**config.mk**
```make
export PLATFORM = sky130hd
export DESIGN_NAME = sorter_ctrl_mm
export DESIGN_NICKNAME = d
export VERILOG_FILES = /design/src/rtl/sorter_ctrl_mm.sv
export SDC_FILE = /design/constraint.sdc
export NUM_CORES = 1
export LEC_CHECK = 0
export ABC_AREA = 1
export CAP_MARGIN = 20
export CORE_AREA = 2 2 56 58
export CTS_BUF_LIST = sky130_fd_sc_hd__clkbuf_4 sky130_fd_sc_hd__clkbuf_8
export CTS_CLUSTER_DIAMETER = 60
export DETAILED_ROUTE_END_ITERATION = 12
export DIE_AREA = 0 0 58 60
export DONT_BUFFER_PORTS = 1
export PLACE_DENSITY = 0.44
export SLEW_MARGIN = 20
export SYNTH_ARGS = -nofsm -noshare
export SYNTH_HDL_FRONTEND = slang
export SYNTH_SLANG_ARGS = --single-unit
```
**constraint.sdc**
```tcl
create_clock -name clk -period 2.25 [get_ports clk]
set_input_delay 0.5625 -clock clk [delete_from_list [all_inputs] [get_ports clk]]
set_output_delay 0.5625 -clock clk [all_outputs]
set_load 0.005 [all_outputs]
```
**src/rtl/sorter_ctrl_mm.sv**
```systemverilog
// Bit sorter control: groups coded-bit beats into QPSK..256-QAM symbols across NBANK banks.
// Define SORTER_PAD_EN to zero-pad and publish a partial final symbol; otherwise it is discarded.
module sorter_ctrl_mm #(
  parameter int IN_W   = 2,
  parameter int NBANK  = 2,
  parameter int SLOT_W = 3,
  localparam int BW    = (NBANK > 1) ? $clog2(NBANK) : 1
) (
  input  logic              clk,
  input  logic              rst,
  input  logic [1:0]        M,
  input  logic              start,
  input  logic              in_valid,
  output logic              in_ready,
  output logic [NBANK-1:0]  load,
  output logic [SLOT_W-1:0] slot,
  output logic              pad,
  output logic              sym_valid,
  output logic [BW-1:0]     sym_bank,
  input  logic              sym_ready,
  output logic              busy,
  output logic              done
);

  localparam logic [1:0] IDLE  = 2'd0;
  localparam logic [1:0] RUN   = 2'd1;
  localparam logic [1:0] DRAIN = 2'd2;
  localparam logic [1:0] DONE  = 2'd3;

  logic [1:0]        state;
  logic [1:0]        state_next;
  logic [1:0]        mlat;
  logic [SLOT_W-1:0] slot_cnt;
  logic [SLOT_W-1:0] last_slot;
  logic [NBANK-1:0]  full;
  logic [NBANK-1:0]  full_next;
  logic [BW-1:0]     wr_ptr;
  logic [BW-1:0]     rd_ptr;
  logic              run;
  logic              drain;
  logic              wr_free;
  logic              accept;
  logic              pad_wr;
  logic              step;
  logic              close;
  logic              consume;

  function automatic logic [BW-1:0] ptr_inc(input logic [BW-1:0] p);
    if (p == BW'(NBANK - 1)) return '0;
    return p + BW'(1);
  endfunction

  // Beats per symbol minus one: k/IN_W - 1 with k = 2*(mlat+1).
  assign last_slot = SLOT_W'(((2 * (int'(mlat) + 1)) / IN_W) - 1);

  assign run     = (state == RUN);
  assign drain   = (state == DRAIN);
  assign wr_free = !full[wr_ptr];
  assign accept  = run && in_valid && wr_free;
`ifdef SORTER_PAD_EN
  assign pad_wr  = drain && (slot_cnt != '0) && wr_free;
`else
  assign pad_wr  = 1'b0;
`endif
  assign step    = accept || pad_wr;
  assign close   = step && (slot_cnt == last_slot);
  assign consume = full[rd_ptr] && sym_ready;

  assign in_ready  = run && wr_free;
  assign pad       = pad_wr;
  assign slot      = slot_cnt;
  assign sym_valid = full[rd_ptr];
  assign sym_bank  = rd_ptr;
  assign busy      = (state != IDLE);
  assign done      = (state == DONE);

  generate
    for (genvar gi = 0; gi < NBANK; gi++) begin : g_load
      assign load[gi] = step && (wr_ptr == BW'(gi));
    end
  endgenerate

  // Consume and close never hit the same bank: one needs it full, the other free.
  always_comb begin
    full_next = full;
    if (consume) full_next[rd_ptr] = 1'b0;
    if (close)   full_next[wr_ptr] = 1'b1;
  end

  always_comb begin
    state_next = state;
    case (state)
      IDLE:    if (start) state_next = RUN;
      RUN:     if (!start) state_next = DRAIN;
      DRAIN:   if ((slot_cnt == '0) && (full == '0)) state_next = DONE;
      default: state_next = start ? RUN : IDLE;
    endcase
  end

  always_ff @(posedge clk or negedge rst) begin
    if (!rst) begin
      state    <= IDLE;
      mlat     <= 2'd0;
      slot_cnt <= '0;
      full     <= '0;
      wr_ptr   <= '0;
      rd_ptr   <= '0;
    end else begin
      state <= state_next;
      if (((state == IDLE) || (state == DONE)) && start) mlat <= M;
      if ((state == IDLE) && start) begin
        slot_cnt <= '0;
        full     <= '0;
        wr_ptr   <= '0;
        rd_ptr   <= '0;
      end else begin
        if (step) slot_cnt <= close ? '0 : slot_cnt + SLOT_W'(1);
`ifndef SORTER_PAD_EN
        // Leaving RUN drops any partial symbol; a completing beat has already closed its bank.
        if (run && !start) slot_cnt <= '0;
`endif
        if (close)   wr_ptr <= ptr_inc(wr_ptr);
        if (consume) rd_ptr <= ptr_inc(rd_ptr);
        full <= full_next;
      end
    end
  end

endmodule

```
==> results.json, run 1 <==
{
  "worst_skew_pair.late_latency_ns": 0.28,
  "worst_pin_slew_ns": 0.5809,
  "max-cap-violations": 0,
  "yosys.area.top_type": "dfrtp_1",
  "wl_mm": 1.684,
  "core_um2": 2903,
  "drv_slew": 0,
  "io_pins": 18,
  "synthMuxAreaShare_pct": 0,
  "die_h_um": 60,
  "die_w_um": 58,
  "clock-root-buffer": "clkbuf_4",
  "synthMostInstantiatedCell": "nand2_1",
  "yosys.area_share.simple_pct": 34.66,
  "wl_per_cell_um": 11.78,
  "cts_tree": "built",
  "synth_commonest_cells": "nand2_1 (25), inv_1 (14), dfrtp_1 (11)",
  "ys_async_sr_fraction_pct": 100.0,
  "power_density_nw_per_um2": 1259,
  "fin_nets": 124,
  "yosysSeqAreaShare_pct": 33.59,
  "ys_warn_count": 0,
  "synth-compound-area-share_pct": 12.06,
  "setup_slack_ns": 0.2338,
  "rr_startpoint": "state[0]",
  "viasPerCell": 4.503,
  "grt-ovfl-total": 0,
  "num_rows": 20,
  "cts.htree.levels": 1,
  "critPathRequiredTime_ns": 1.69,
  "synth_xor_xnor_area_share_pct": 0,
  "hpwlAfterDp_mm": 1.374,
  "layout_min_cycle_time_ns": 2.016,
  "status": "finished, final reports clean",
  "postSynthAreaPerCell_um2": 7.731,
  "synth_cell_types": 24,
  "path_clk_slew_ns": 0.09,
  "synth_cells": 106,
  "synth_top_family_by_area": "simple AND/OR/NAND/NOR gates",
  "drtPass1Iterations": 4,
  "grt_pass1_vias": 612,
  "grt_util_met2_pct": 17.37,
  "path_cells": "inv_1, ha_2, nand2_1, nor2_4, nand2_1, inv_1",
  "fillers": 328,
  "cp_data_arrival_time_ns": 1.45,
  "ir_drop_mv": 0.5621,
  "drive_above_1_share_pct": 24.55,
  "route.detailed.drc": 0,
  "slowest_delay_ns": 0.42,
  "cts_sinks": 11,
  "synth_edf_count": 0,
  "place_ws_ns": 0.4738,
  "antenna_found_initial": 0,
  "synth_ff_type": "dfrtp_1",
  "worst_setup_path_end_kind": "primary output",
  "min-delay-start": "M[1]",
  "synthAdderAreaFrac_pct": 9.160,
  "synth_area_leaders": "dfrtp_1 (34%), nand2_1 (11%), ha_1 (9.2%)",
  "netlist.area_leader.share_pct": 33.59,
  "crit_type": "reg -> out",
  "top_usage_layer": "met2",
  "crit_slowest_cell": "dfrtp_1",
  "grtUsageMet1_pct": 13.46,
  "ys_ff_latch": 11,
  "slew_headroom_pct": 61.15,
  "hold_viol": 0,
  "vias": 644,
  "crit_fanout": 6,
  "met3_usage_pct": 3.247,
  "clock_skew_ns": 0.009073,
  "netlist_area_um2": 819.5,
  "hold_path.class": "in -> reg",
  "grt_max_degree": 12,
  "fin_crit_sh_pct": 89.61,
  "placed_area_um2": 853.3,
  "grt_pass1_wl_mm": 2.794,
  "gp_congestion": 0.7431,
  "setup_viol_count_final": 0,
  "cts-buffers-inserted": 3,
  "grt_usage_pct": 11.00,
  "initial_utilization_pct": 28.23,
  "rsz0062_at_grt": "no",
  "antenna_left": 0,
  "setup_tns_ns": 0,
  "io_buffers": 0,
  "worstSetupStartpointType": "flop",
  "num_antenna_cells": 0,
  "drt_iter0_drc": 32,
  "p_leak_nw": 0.4428,
  "syn-num-nets": 119,
  "clockBufferDepth": 2,
  "setup.worst_path.start": "state[1]",
  "max_freq_mhz": 496.0,
  "dieArea_um2": 3480,
  "syn2layout_area_growth_pct": 9.313,
  "final_area_um2": 895.9
}
cell families (layout without fill, tap and decap cells):
group	after synthesis	after routing
AOI/OAI and AO/OA	16	16
adders and majority gates	6	6
buffers and inverters	21	25
DFF	11	11
other	1	1
and+or+nand+nor	51	51
cell usage in the layout, fill, tap and decap left out, types with 2 or more instances in the layout:
cell type / instances
clkbuf_4: 4
nand2_2: 5
inv_1: 14
nand2_1: 25
ha_1: 5
nand3_1: 4
o21ai_0: 3
a21oi_2: 3
a21oi_1: 7
nand2_4: 2
dfrtp_1: 11
nor2_1: 7
inv_2: 5
o21ai_1: 2
nand3_2: 2
where the power goes:
part / internal [W] / leakage (nW) / switching (W)
Sequential: 0.000274 / 0.142 / 0.0000933
Clock: 0.0000807 / 0.0184 / 0.0000801
Combinational: 0.000221 / 0.282 / 0.000379
state kept, by name, summed over array words and instances (netlist names):
register  flops
sym_bank      1
mlat          2
full          2
slot          3
wr_ptr        1
state         2
cell type report:
type | instances | area, µm² | share of cell area, %
clock buffer | 4 | 30.03 | 3.352
inverter | 20 | 75.07 | 8.380
multi-input combinational | 74 | 464.2 | 51.82
timing repair buffer | 1 | 10.01 | 1.117
tap | 33 | 41.29 | 4.609
sequential | 11 | 275.3 | 30.73
final timing paths:
path                       cells past startpoint  slack (ns)       to
setup / recovery                               6        0.23  load[0]
hold / removal                                 2        0.45  mlat[1]
setup reg to reg                              10        0.88  slot[2]
hold reg to reg                                2        0.56   wr_ptr
max in group asynchronous                      1        1.15  mlat[1]
min in group asynchronous                      1        0.71  full[0]
critical path, delay by kind of cell, from the launching register on:
family,cells,cell delay (ns)
buffers and inverters,2,0.17
flip-flops,1,0.42
adder cells (fa/ha/maj),1,0.24
AND/OR/NAND/NOR,3,0.35
what timing repair did:
| action | CTS | global route |
|---|---|---|
| endpoints found under the hold margin | 11 | 0 |
| setup buffers | 0 | 0 |
| endpoints found under the setup margin | 0 | 1 |
| resized for setup | 0 | 1 |
| hold buffers | 1 | 0 |
layer usage:
metal	vias up	wire length (µm)	share of wire, %
li1	339	-	-
met1	291	782	46
met2	12	783	46
met3	2	98	5.8
met4	0	19	1.1
met5	-	0	0
through the flow:
stage | hold WS [ns] | std cells | util (%) | power (W)
2_1_floorplan | 0.2669 | 106 | - | 0.0008611
3_3_place_gp | 0.2672 | 138 | 29.40 | 0.0009762
3_5_place_dp | 0.2672 | 138 | 29.40 | 0.0009736
4_1_cts | 0.4407 | 143 | 30.78 | 0.001143
5_1_grt | 0.4426 | 143 | 30.86 | 0.001257
6_report | 0.4483 | 143 | 30.86 | 0.001128
Power figures use the tool's default switching activity.
==> run 2, diff against run 1 <==
- TNS_END_PERCENT: unset -> 100
==> results of run 2 <==
No change in the layout: final DEF, timing and power equal those of run 1.
